`config.mk`:
```
export PLATFORM = sky130hd
export DESIGN_NAME = accum_dump
export DESIGN_NICKNAME = d
export VERILOG_FILES = /design/src/rtl/accum_dump_pkg.sv /design/src/rtl/accum_dump_narrow.sv /design/src/rtl/accum_dump.sv
export SDC_FILE = /design/constraint.sdc
export NUM_CORES = 1
export LEC_CHECK = 0
export ABC_AREA = 1
export CAP_MARGIN = 10
export CORE_AREA = 5 5 71 73
export DETAILED_ROUTE_END_ITERATION = 6
export DIE_AREA = 0 0 76 78
export PLACE_DENSITY_LB_ADDON = 0.05
export SLEW_MARGIN = 30
export SYNTH_ARGS = -nofsm -noshare
export SYNTH_HDL_FRONTEND = slang
export SYNTH_HIERARCHICAL = 1
export SYNTH_SLANG_ARGS = --single-unit
```
`constraint.sdc`:
```
create_clock -name clk -period 6.12 [get_ports clk]
set_input_delay 1.836 -clock clk [delete_from_list [all_inputs] [get_ports clk]]
set_output_delay 1.836 -clock clk [all_outputs]
set_load 0.05 [all_outputs]
```
`src/rtl/accum_dump_pkg.sv`:
```
// Shared types, default parameters and width helpers for accum_dump.
// Narrowing mode is selected by the ACCUM_DUMP_SAT_EN macro (see accum_dump_narrow).
package accum_dump_pkg;

  typedef enum logic [0:0] {
    ACC  = 1'b0,
    HOLD = 1'b1
  } state_e;

  localparam int DEF_IN_W  = 13;
  localparam int DEF_N     = 8;
  localparam int DEF_SHIFT = 0;
  localparam int DEF_OUT_W = 16;

  // Accumulator wide enough that N full-scale samples cannot overflow.
  function automatic int acc_width(input int in_w, input int n);
    return in_w + $clog2(n);
  endfunction

  function automatic int cnt_width(input int n);
    return (n > 1) ? $clog2(n) : 1;
  endfunction

endpackage

```
`src/rtl/accum_dump_narrow.sv`:
```
// Combinational post-scale of the frame sum: arithmetic shift, then saturate
// (ACCUM_DUMP_SAT_EN defined) or wrap to OUT_W bits (default).
module accum_dump_narrow #(
  parameter int ACC_W = 16,
  parameter int SHIFT = 0,
  parameter int OUT_W = 16
) (
  input  logic signed [ACC_W-1:0] acc,
  output logic signed [OUT_W-1:0] data,
  output logic                    sat
);

  logic signed [ACC_W-1:0] shifted_s;

  assign shifted_s = acc >>> SHIFT;

`ifdef ACCUM_DUMP_SAT_EN
  // One guard bit above the wider of the two widths keeps the limit compares signed-safe.
  localparam int EXT_W = ((ACC_W > OUT_W) ? ACC_W : OUT_W) + 1;
  localparam logic signed [EXT_W-1:0] MAX_V = {{(EXT_W-OUT_W+1){1'b0}}, {(OUT_W-1){1'b1}}};
  localparam logic signed [EXT_W-1:0] MIN_V = {{(EXT_W-OUT_W+1){1'b1}}, {(OUT_W-1){1'b0}}};

  logic signed [EXT_W-1:0] ext_s;

  assign ext_s = EXT_W'(shifted_s);

  // Clip to the signed OUT_W range and flag it.
  always_comb begin
    data = ext_s[OUT_W-1:0];
    sat  = 1'b0;
    if (ext_s > MAX_V) begin
      data = MAX_V[OUT_W-1:0];
      sat  = 1'b1;
    end else if (ext_s < MIN_V) begin
      data = MIN_V[OUT_W-1:0];
      sat  = 1'b1;
    end else begin
      data = ext_s[OUT_W-1:0];
      sat  = 1'b0;
    end
  end
`else
  assign data = OUT_W'(shifted_s);
  assign sat  = 1'b0;
`endif

endmodule

```
`src/rtl/accum_dump.sv`:
```
// Integrate-and-dump: sums N signed samples per frame and emits one scaled result.
// Define ACCUM_DUMP_SAT_EN for saturating narrowing; otherwise the result wraps.
module accum_dump
  import accum_dump_pkg::*;
#(
  parameter int IN_W  = DEF_IN_W,
  parameter int N     = DEF_N,
  parameter int SHIFT = DEF_SHIFT,
  parameter int OUT_W = DEF_OUT_W
) (
  input  logic                    clk,
  input  logic                    rst,
  input  logic signed [IN_W-1:0]  i_data,
  input  logic                    i_valid,
  output logic                    i_ready,
  output logic signed [OUT_W-1:0] o_data,
  output logic                    o_valid,
  input  logic                    o_ready,
  output logic                    o_sat
);

  localparam int ACC_W = acc_width(IN_W, N);
  localparam int CNT_W = cnt_width(N);
  localparam logic [CNT_W-1:0] LAST_CNT = CNT_W'(N - 1);

  if (!((N == 1) || ((N >= 2) && (N <= 256) && ((N & (N - 1)) == 0)))) begin : g_bad_n
    $error("accum_dump: N must be 1 or a power of two in 2..256");
  end

  state_e                  state_r, state_n_s;
  logic signed [ACC_W-1:0] acc_r, acc_n_s, sample_s, sum_s;
  logic [CNT_W-1:0]        cnt_r, cnt_n_s;
  logic signed [OUT_W-1:0] o_data_r, o_data_n_s, narrow_data_s;
  logic                    o_valid_r, o_valid_n_s, o_sat_r, o_sat_n_s, narrow_sat_s;
  logic                    i_ready_s, in_hs_s, out_hs_s;

  assign sample_s = ACC_W'(i_data);
  assign sum_s    = acc_r + sample_s;
  assign in_hs_s  = i_valid & i_ready_s;
  assign out_hs_s = o_valid_r & o_ready;

  accum_dump_narrow #(
    .ACC_W (ACC_W),
    .SHIFT (SHIFT),
    .OUT_W (OUT_W)
  ) u_narrow (
    .acc  (sum_s),
    .data (narrow_data_s),
    .sat  (narrow_sat_s)
  );

  // Input is open in ACC; in HOLD a sample may enter only alongside the output transfer.
  always_comb begin
    i_ready_s = 1'b1;
    case (state_r)
      ACC:     i_ready_s = 1'b1;
      HOLD:    i_ready_s = o_ready;
      default: i_ready_s = 1'b1;
    endcase
  end

  // Next-state logic. acc and count are already clear in HOLD, so an accept there
  // naturally starts the next frame (and with N=1 completes it at once).
  always_comb begin
    state_n_s   = state_r;
    acc_n_s     = acc_r;
    cnt_n_s     = cnt_r;
    o_data_n_s  = o_data_r;
    o_sat_n_s   = o_sat_r;
    o_valid_n_s = o_valid_r;
    if (in_hs_s) begin
      if (cnt_r == LAST_CNT) begin
        o_data_n_s  = narrow_data_s;
        o_sat_n_s   = narrow_sat_s;
        o_valid_n_s = 1'b1;
        acc_n_s     = '0;
        cnt_n_s     = '0;
        state_n_s   = HOLD;
      end else begin
        acc_n_s     = sum_s;
        cnt_n_s     = cnt_r + CNT_W'(1);
        o_valid_n_s = 1'b0;
        state_n_s   = ACC;
      end
    end else if (out_hs_s) begin
      o_valid_n_s = 1'b0;
      state_n_s   = ACC;
    end else begin
      state_n_s   = state_r;
    end
  end

  // State and output registers with synchronous reset.
  always_ff @(posedge clk) begin
    if (rst) begin
      state_r   <= ACC;
      acc_r     <= '0;
      cnt_r     <= '0;
      o_data_r  <= '0;
      o_sat_r   <= 1'b0;
      o_valid_r <= 1'b0;
    end else begin
      state_r   <= state_n_s;
      acc_r     <= acc_n_s;
      cnt_r     <= cnt_n_s;
      o_data_r  <= o_data_n_s;
      o_sat_r   <= o_sat_n_s;
      o_valid_r <= o_valid_n_s;
    end
  end

  assign i_ready = i_ready_s;
  assign o_data  = o_data_r;
  assign o_valid = o_valid_r;
  assign o_sat   = o_sat_r;

endmodule

```
== Yosys cells after proc, flatten, opt, wreduce, memory -nomap -nowiden ==
Index checks and enable logic that the tools add are counted.

* Bits in registers: 36
* Output and inout bits: 19
* Logic and storage cells: 18

* Reduce and logical (&&, ||, !) cells: 2
* Equality and inequality tests: 1
* Mux-type cells: 6
* Bitwise gates (word level): 3
* Add/sub/neg operators: 2

{| class="wikitable"
|+ Operator list
! kind !! count
|-
| $add A16 B13 Y16 || 1
|-
| $mux W16 || 1
|-
| $add A3 B1 Y3 const B || 1
|-
| $eq A3 B3 Y1 const B || 1
|-
| $mux W1 || 3
|-
| $mux W3 || 1
|-
| $and A1 B1 Y1 || 2
|-
| $pmux W1 S2 || 1
|-
| $reduce_and A2 Y1 || 1
|-
| $reduce_bool A2 Y1 || 1
|-
| $not A1 Y1 || 1
|}

== Depth between registers and ports, before layout ==
Gate-level depths: netlist of run 1.

* Depth in word-level cells: 4
* Gate-level depth with buffers: 13
* Mapped depth without buffers: 12

== By module ==
Netlist of run 1, hierarchy kept.

{| class="wikitable"
|+ Modules (own cells, without submodules)
! module !! cells an instance !! area an instance (µm²) !! times used
|-
| accum_dump || 340 || 2270.9 || 1
|-
| accum_dump_narrow || 18 || 131.4 || 1
|}

== Least setup slack after synthesis of run 1 ==
No wires, ideal clock.

* Path type: input port to output port
* Start: input port o_ready
* End: output port i_ready
* Arrival: 2231 ps
* Cell stages on the path: 2
* Setup slack: 2053 ps
* Data required time: 4284 ps
* Path buffers: 0
* Path through: inv_1 -> nand2_1

* Longest elaborated chain between the ends: 1

{| class="wikitable"
|+ Ends and longest elaborated chain
! what !! RTL line !! RTL
|-
| start: declaration || accum_dump.sv:18 || <nowiki>input logic o_ready,</nowiki>
|-
| $pmux W1 S2 || accum_dump.sv:55 || <nowiki>case (state_r)</nowiki>
|-
| end: declaration || accum_dump.sv:15 || <nowiki>output logic i_ready,</nowiki>
|}

No other way between the ends.

== Worst setup path in the final report of run 1 ==
Ends and elaborated chain as after synthesis.

==> results of run 1 <==
==> stage by stage <==
step	cells	hold slack, ns	utilization [%]
6_report	426	0.472	63.8
5_1_grt	426	0.491	63.8
4_1_cts	426	0.474	63.8
3_5_place_dp	419	0.462	61.7
3_3_place_gp	419	0.457	61.7
2_1_floorplan	358	0.447	-
==> registers in the layout (all words and copies together), names as in the netlist <==
register / cells
acc_r: 16
cnt_r: 3
o_data: 16
o_sat: 1
o_valid: 1
==> synthesized netlist by cell type <==
cell type / count
nor3_2: 3
nor2_1: 49
xor2_2: 1
conb_1: 1
nand3_1: 14
dfxtp_1: 37
clkbuf_1: 4
inv_1: 34
nand2_1: 98
nand2_2: 4
buf_2: 4
a22oi_1: 1
nor2_4: 2
nand4_1: 1
nand3b_1: 4
xnor2_1: 2
buf_4: 18
fa_1: 1
inv_2: 6
a21oi_1: 21
o21ai_0: 19
or2_1: 2
ha_1: 17
o211a_1: 1
and2_1: 7
a21oi_2: 1
and2_4: 1
xor2_1: 5
==> cell type report <==
class / count / area (um^2)
Clock buffer: 6 / 82.6
Timing Repair Buffer: 35 / 350
Inverter: 40 / 150
Multi-Input combinational cell: 255 / 1340
Fill cell: 418 / 1560
Sequential cell: 37 / 741
Tap cell: 52 / 65.1
Clock inverter: 1 / 7.51
==> power by group <==
| part | internal (W) | total [W] | switching, W |
|---|---|---|---|
| sequential | 0.000256 | 0.000265 | 0.00000867 |
| combinational | 0.0000756 | 0.000191 | 0.000115 |
| clock | 0.0000890 | 0.000176 | 0.0000874 |
| total | 0.000421 | 0.000632 | 0.000211 |
==> logic make-up (layout without fill, tap and decap cells) <==
group,after synthesis,count (layout)
simple gates,185,185
buf+inv,66,82
compound gates,43,43
flops,37,37
fa+ha+maj,18,18
xor+xnor,8,8
other cells,1,1
==> worst max-delay path, delay by kind of cell <==
kind	cells	cell delay [ns]
AND/OR/NAND/NOR	1	0.09
buffers and inverters	3	1.29
==> placed cells by master (no fill, tap or decap) <==
| cell | count |
|---|---|
| nand2_1 | 98 |
| nor2_1 | 49 |
| dfxtp_1 | 37 |
| clkdlybuf4s50_1 | 35 |
| inv_1 | 34 |
| a21oi_1 | 21 |
| o21ai_0 | 19 |
| ha_1 | 17 |
| nand3_1 | 14 |
| and2_1 | 7 |
| inv_2 | 6 |
| clkbuf_8 | 6 |
| xor2_1 | 5 |
| nand2_2 | 4 |
| nand3b_1 | 4 |
| nor3_2 | 3 |
| or2_1 | 2 |
| xnor2_1 | 2 |
| nor2_4 | 2 |
| and2_4 | 1 |
| nand4_1 | 1 |
| xor2_2 | 1 |
| a21oi_2 | 1 |
| a22oi_1 | 1 |
| o211a_1 | 1 |
| fa_1 | 1 |
| clkinvlp_4 | 1 |
| conb_1 | 1 |
==> worst paths after layout <==
path | cells after the start | end | start | slack [ns]
worst max-delay path | 4 | i_ready | o_ready | 1.05
worst min-delay path | 2 | acc_r[13]$_SDFFE_PP0P_ | acc_r[13]$_SDFFE_PP0P_ | 0.47
worst max register to register | 11 | o_data[14]$_SDFFE_PP0P_ | acc_r[0]$_SDFFE_PP0P_ | 4.18
worst min register to register | 2 | acc_r[13]$_SDFFE_PP0P_ | acc_r[13]$_SDFFE_PP0P_ | 0.47
==> routing by layer <==
| metal | wire length [um] | share of wire [%] |
|---|---|---|
| met5 | 0 | 0 |
| met4 | 90 | 1.7 |
| met3 | 196 | 3.8 |
| met2 | 2560 | 50 |
| met1 | 2310 | 45 |
==> results.md, run 1 <==
- Met3 global-route usage: 3.24%
- Max clock buf depth: 2
- Met1 Track Usage GR: 21.2%
- Final setup viols: 0
- WS Path Type: in -> out
- Most frequent CP cell: clkdlybuf4s50_1
- Yosys cell types: 28
- Final RePlAce weighted congestion: 0.826
- Fin. Hold Viols: 0
- Xor and xnor area share after synthesis: 3.23%
- Share of post-route cells with drive strength above 1: 6.68%
- Largest family of logic cells by synthesized area: simple AND/OR/NAND/NOR gates
- Post-CTS Resized: 0
- Adder-cell share of the synthesized area: 9.69%
- Ranking of synthesized cells by area: dfxtp_1, nand2_1, ha_1
- Fmax: 197 MHz
- Vias/cell: 4.90
- Latest clock arrival within the worst-skew pair: 0.29 ns
- CTS H-tree depth: 2
- Slew of the pin with the lowest slew margin: 0.835 ns
- Clock Pin Slew Worst Setup and Hold Paths: 0.07 ns
- Number of buffers added on ports: 35
- Maximum VDD drop: 0.000111 V
- Finished layout cell area: 2740 um^2
- Yosys warnings: 6
- Initial drt markers: 69
- Total GRT Usage: 18.3%
- DRC violations left: 0
- Total chip power: 0.000632 W
- Fin crit share: 82.8%
- ANT nets after route: 0
- WL final: 5.17 mm
- Syn_nets: 393
- Mapped Cells: 358
- Crit path capture type: primary output
- Vias in the first global route: 2053
- Max incr delay on CP: 0.81 ns
- WL/cell: 12.1 um
- Cell taking the most area after synthesis: dfxtp_1
- PD cells: 231 nW/um^2
- Min cycle time layout: 5.07 ns
- Post-DP HPWL: 3.84 mm
- Post-Syn Area: 2400 um^2
- Simple-Gate Fraction of Synth Area: 33.3%
- Busiest layer in global routing: met2
- Count of final max-slew check failures: 0
- DRT Pass-1 Iters: 4
- Num Clock Sinks: 37
- Root buffer cell: clkbuf_8
- Data required, critical path: 4.28 ns
- Met2 Usage GRT: 33.4%
- Chip width: 76 um
- Hold Path Class: reg -> reg
- Number of antenna violations at the first check in global routing: 0
- RSZ-0062 raised after global routing: false
- Antenna diodes: 0
- Compound-Gate Fraction of Synth Area: 9.43%
- Row count: 24
- Fin nets: 409
- Remaining global-route overflow: 0
- Dpl cell area: 2650 um^2
- Sequential area share after synthesis: 30.8%
- Via count: 2087
- CTS tree: yes
- Worst setup slack after placement: 1.04 ns
- Max Clock Skew: 0.00438 ns
- Final WS setup: 1.05 ns
- Worst path slowest cell: clkdlybuf4s50_1
- IO Count: 36
- Max capacitance violation total: 0
- CP arrival: 3.23 ns
- Worst path cell trace: clkdlybuf4s50_1 > inv_1 > nand2_1 > clkdlybuf4s50_1
- Die Footprint: 5930 um^2
- Final setup TNS: 0 ns
- Die Y: 78 um
- Synth top area share: 30.8%
- Area of the core: 4290 um^2
- Slew Limit Headroom: 44.2%
- First-pass GRT wire length: 8.93 mm
- Mux cell area share after synthesis: 0%
- Crit path max fanout: 3
- Area grow syn2layout: 14.0%
- Post-Syn Area per Cell: 6.71 um^2
- CTS buffer count: 5
- Largest net degree at the start of global routing: 22
- Status: completed
- Lkg Pwr: 1.36 nW
- Post-CTS setup buffers: 0
- Register bit total from synthesis: 37
- Startpoint types: primary input
- Starting Density: 55.9%
- Hold-fix buffers at CTS: 0
Power figures use the tool's default switching activity.
==> run 2, diff against run 1 <==
--- a/config.mk
+++ b/config.mk
@@ -7,9 +7,9 @@
 export LEC_CHECK = 0
 export ABC_AREA = 1
 export CAP_MARGIN = 10
-export CORE_AREA = 5 5 71 73
+export CORE_AREA = 5 5 77 79
 export DETAILED_ROUTE_END_ITERATION = 6
-export DIE_AREA = 0 0 76 78
+export DIE_AREA = 0 0 82 84
 export PLACE_DENSITY_LB_ADDON = 0.05
 export SLEW_MARGIN = 30
 export SYNTH_ARGS = -nofsm -noshare
==> constraint.sdc (replaced) <==
create_clock -name clk -period 4.5 [get_ports clk]
set_input_delay 1.35 -clock clk [delete_from_list [all_inputs] [get_ports clk]]
set_output_delay 1.35 -clock clk [all_outputs]
set_load 0.05 [all_outputs]
==> results.md, run 2 (synthesis gave the netlist of run 1 again) <==
- Status: completed
- Number of buffers added on ports: 35 (unchanged)
- Met2 Usage GRT: 30.3% (-3.0 points)
- Number of antenna violations at the first check in global routing: 0 (unchanged)
- Startpoint types: primary input
- Comb power frac: 28.5% (-1.7 points)
- Chip width: 82 um (+7.9%)
- Crit path capture type: primary output
- Latest clock arrival within the worst-skew pair: 0.29 ns (about the same)
- DRC violations left: 0 (unchanged)
- Largest net degree at the start of global routing: 22 (unchanged)
- CTS H-tree depth: 2 (unchanged)
- Crit path max fanout: 3 (unchanged)
- Fin. Hold Viols: 0 (unchanged)
- Hold-fix buffers at CTS: 0 (unchanged)
- Via count: 2107 (+0.96%)
- RSZ-0062 raised after global routing: false
- First-pass GRT wire length: 9.56 mm (+7.0%)
- WL/cell: 12.2 um (+0.34%)
- Area grow syn2layout: 16.3%
- Data required, critical path: 3.15 ns (-1.13 ns)
- Flop pwr share: 39.1% (-2.8 points)
- Maximum VDD drop: 0.000179 V (+61%)
- WS Path Type: in -> out
- NetSw: 0.000303 W (+44%)
- Lkg Pwr: 1.38 nW (+1.5%)
- Total GRT Usage: 17.6% (-0.65 points)
- Hold WS: 0.472 ns (-0.000176 ns)
- Share of post-route cells with drive strength above 1: 7.18% (+0.50 points)
- Count of final max-slew check failures: 0 (unchanged)
- Initial drt markers: 138 (+100%)
- Max capacitance violation total: 0 (unchanged)
- Die Y: 84 um (+7.7%)
- Pint: 0.000618 W (+47%)
- Row count: 27 (+13%)
- Met1 Track Usage GR: 22.2% (+0.99 points)
- Post-CTS setup buffers: 0 (unchanged)
- CP arrival: 2.76 ns (-0.47 ns)
- Root buffer cell: clkbuf_8
- WL final: 5.45 mm (+5.5%)
- Register area: 741 um^2 (unchanged)
- CTS tree: yes
- Met3 global-route usage: 3.78% (+0.54 points)
- Most frequent cells in the layout: nand2_1, nor2_1, dfxtp_1
- Antenna diodes: 0 (unchanged)
- Post-CTS Resized: 0 (unchanged)
- ANT nets after route: 0 (unchanged)
- Min cycle time layout: 4.11 ns
- Worst setup slack after placement: 0.375 ns (-0.669 ns)
- Max Clock Skew: 0.00849 ns (+0.00411 ns)
- Clk pwr share: 32.5% (+4.6 points)
- Commonest non-fill, non-tap cell in the layout: nand2_1
- Final setup viols: 0 (unchanged)
- Fin nets: 410 (+0.24%)
- Max clock buf depth: 2 (unchanged)
- Switching share of power: 32.9% (-0.50 points)
- Post-DP HPWL: 4.04 mm (+5.3%)
- Slew Limit Headroom: 63.9% (+20 points)
- Num Clock Sinks: 37 (unchanged)
- PD cells: 330 nW/um^2 (+43%)
- Final RePlAce weighted congestion: 0.864 (+4.5%)
- Die Footprint: 6890 um^2 (+16%)
- Starting Density: 45.6% (-10 points)
- Final setup TNS: 0 ns (unchanged)
- DRT Pass-1 Iters: 4 (unchanged)
- Slew of the pin with the lowest slew margin: 0.541 ns (-0.294 ns)
- Vias/cell: 4.70 (-4.0%)
- IO Count: 36 (unchanged)
- Multi-input logic area: 1340 um^2 (unchanged)
- Clock Pin Slew Worst Setup and Hold Paths: 0.08 ns (about the same)
- Busiest layer in global routing: met2
- Post-layout util: 53.0% (-11 points)
- Fmax: 243 MHz
- CTS buffer count: 5 (unchanged)
- Hold Path Class: reg -> reg
- Remaining global-route overflow: 0 (unchanged)
- Final WS setup: 0.385 ns (-0.665 ns)
- Filler cells: 550 (+32%)
- Vias in the first global route: 2150 (+4.7%)
- Fin crit share: 91.4%
- Area of the core: 5270 um^2 (+23%)
==> run 2: cell types whose count changed in the layout (fill, tap and decap cells not counted) <==
cell	change
buf_4	+1
bufinv_16	+1
clkbuf_8	-1
clkinv_2	+1
clkinvlp_4	-1
inv_6	+1
==> run 2: per-layer routing <==
layer | up-vias | part of all wire [%] | routed length [um]
li1 | 1133 | - | -
met1 | 939 | 47 | 2590
met2 | 30 | 48 | 2630
met3 | 5 | 3.5 | 189
met4 | 0 | 0.90 | 49
met5 | - | 0 | 0
==> run 2: power by group through the flow <==
| stage | Combinational (W) | Clock (W) | Sequential [W] |
|---|---|---|---|
| 4_1_cts | 0.000266 | 0.000306 | 0.000360 |
| 6_report | 0.000262 | 0.000299 | 0.000360 |
| 5_1_grt | 0.000305 | 0.000318 | 0.000362 |
| 3_5_place_dp | 0.000264 | 0 | 0.000367 |
| 2_1_floorplan | 0.000247 | 0 | 0.000369 |
| 3_3_place_gp | 0.000264 | 0 | 0.000367 |
==> run 2: final timing paths <==
path                               start                 endpoint  slack, ns  cells after the start
setup / recovery                 o_ready                  i_ready       0.39                      4
hold / removal    acc_r[11]$_SDFFE_PP0P_   acc_r[11]$_SDFFE_PP0P_       0.47                      2
setup reg to reg   acc_r[0]$_SDFFE_PP0P_  o_data[10]$_SDFFE_PP0P_       2.56                     11
hold reg to reg   acc_r[11]$_SDFFE_PP0P_   acc_r[11]$_SDFFE_PP0P_       0.47                      2
==> run 2: critical path, cell delays in order <==
cell             delay (ns)
clkdlybuf4s50_1        0.45
inv_1                  0.04
nand2_1                0.10
clkdlybuf4s50_1        0.83
==> run 2: area by class of cell <==
type / instances / share of cell area [%]
Multi-Input combinational cell: 255 / 48.0
Timing Repair Buffer: 36 / 12.8
Tap cell: 72 / 3.23
Inverter: 40 / 5.38
Sequential cell: 37 / 26.5
Clock inverter: 3 / 1.57
Clock buffer: 5 / 2.46
==> run 2: per-stage QoR <==
step	power [W]	cell area, um^2	cells
after floorplan	0.000616	2400	358
after global placement	0.000630	2680	440
after detailed placement	0.000632	2680	440
after CTS	0.000932	2790	448
after global routing	0.000985	2790	448
final	0.000921	2790	448
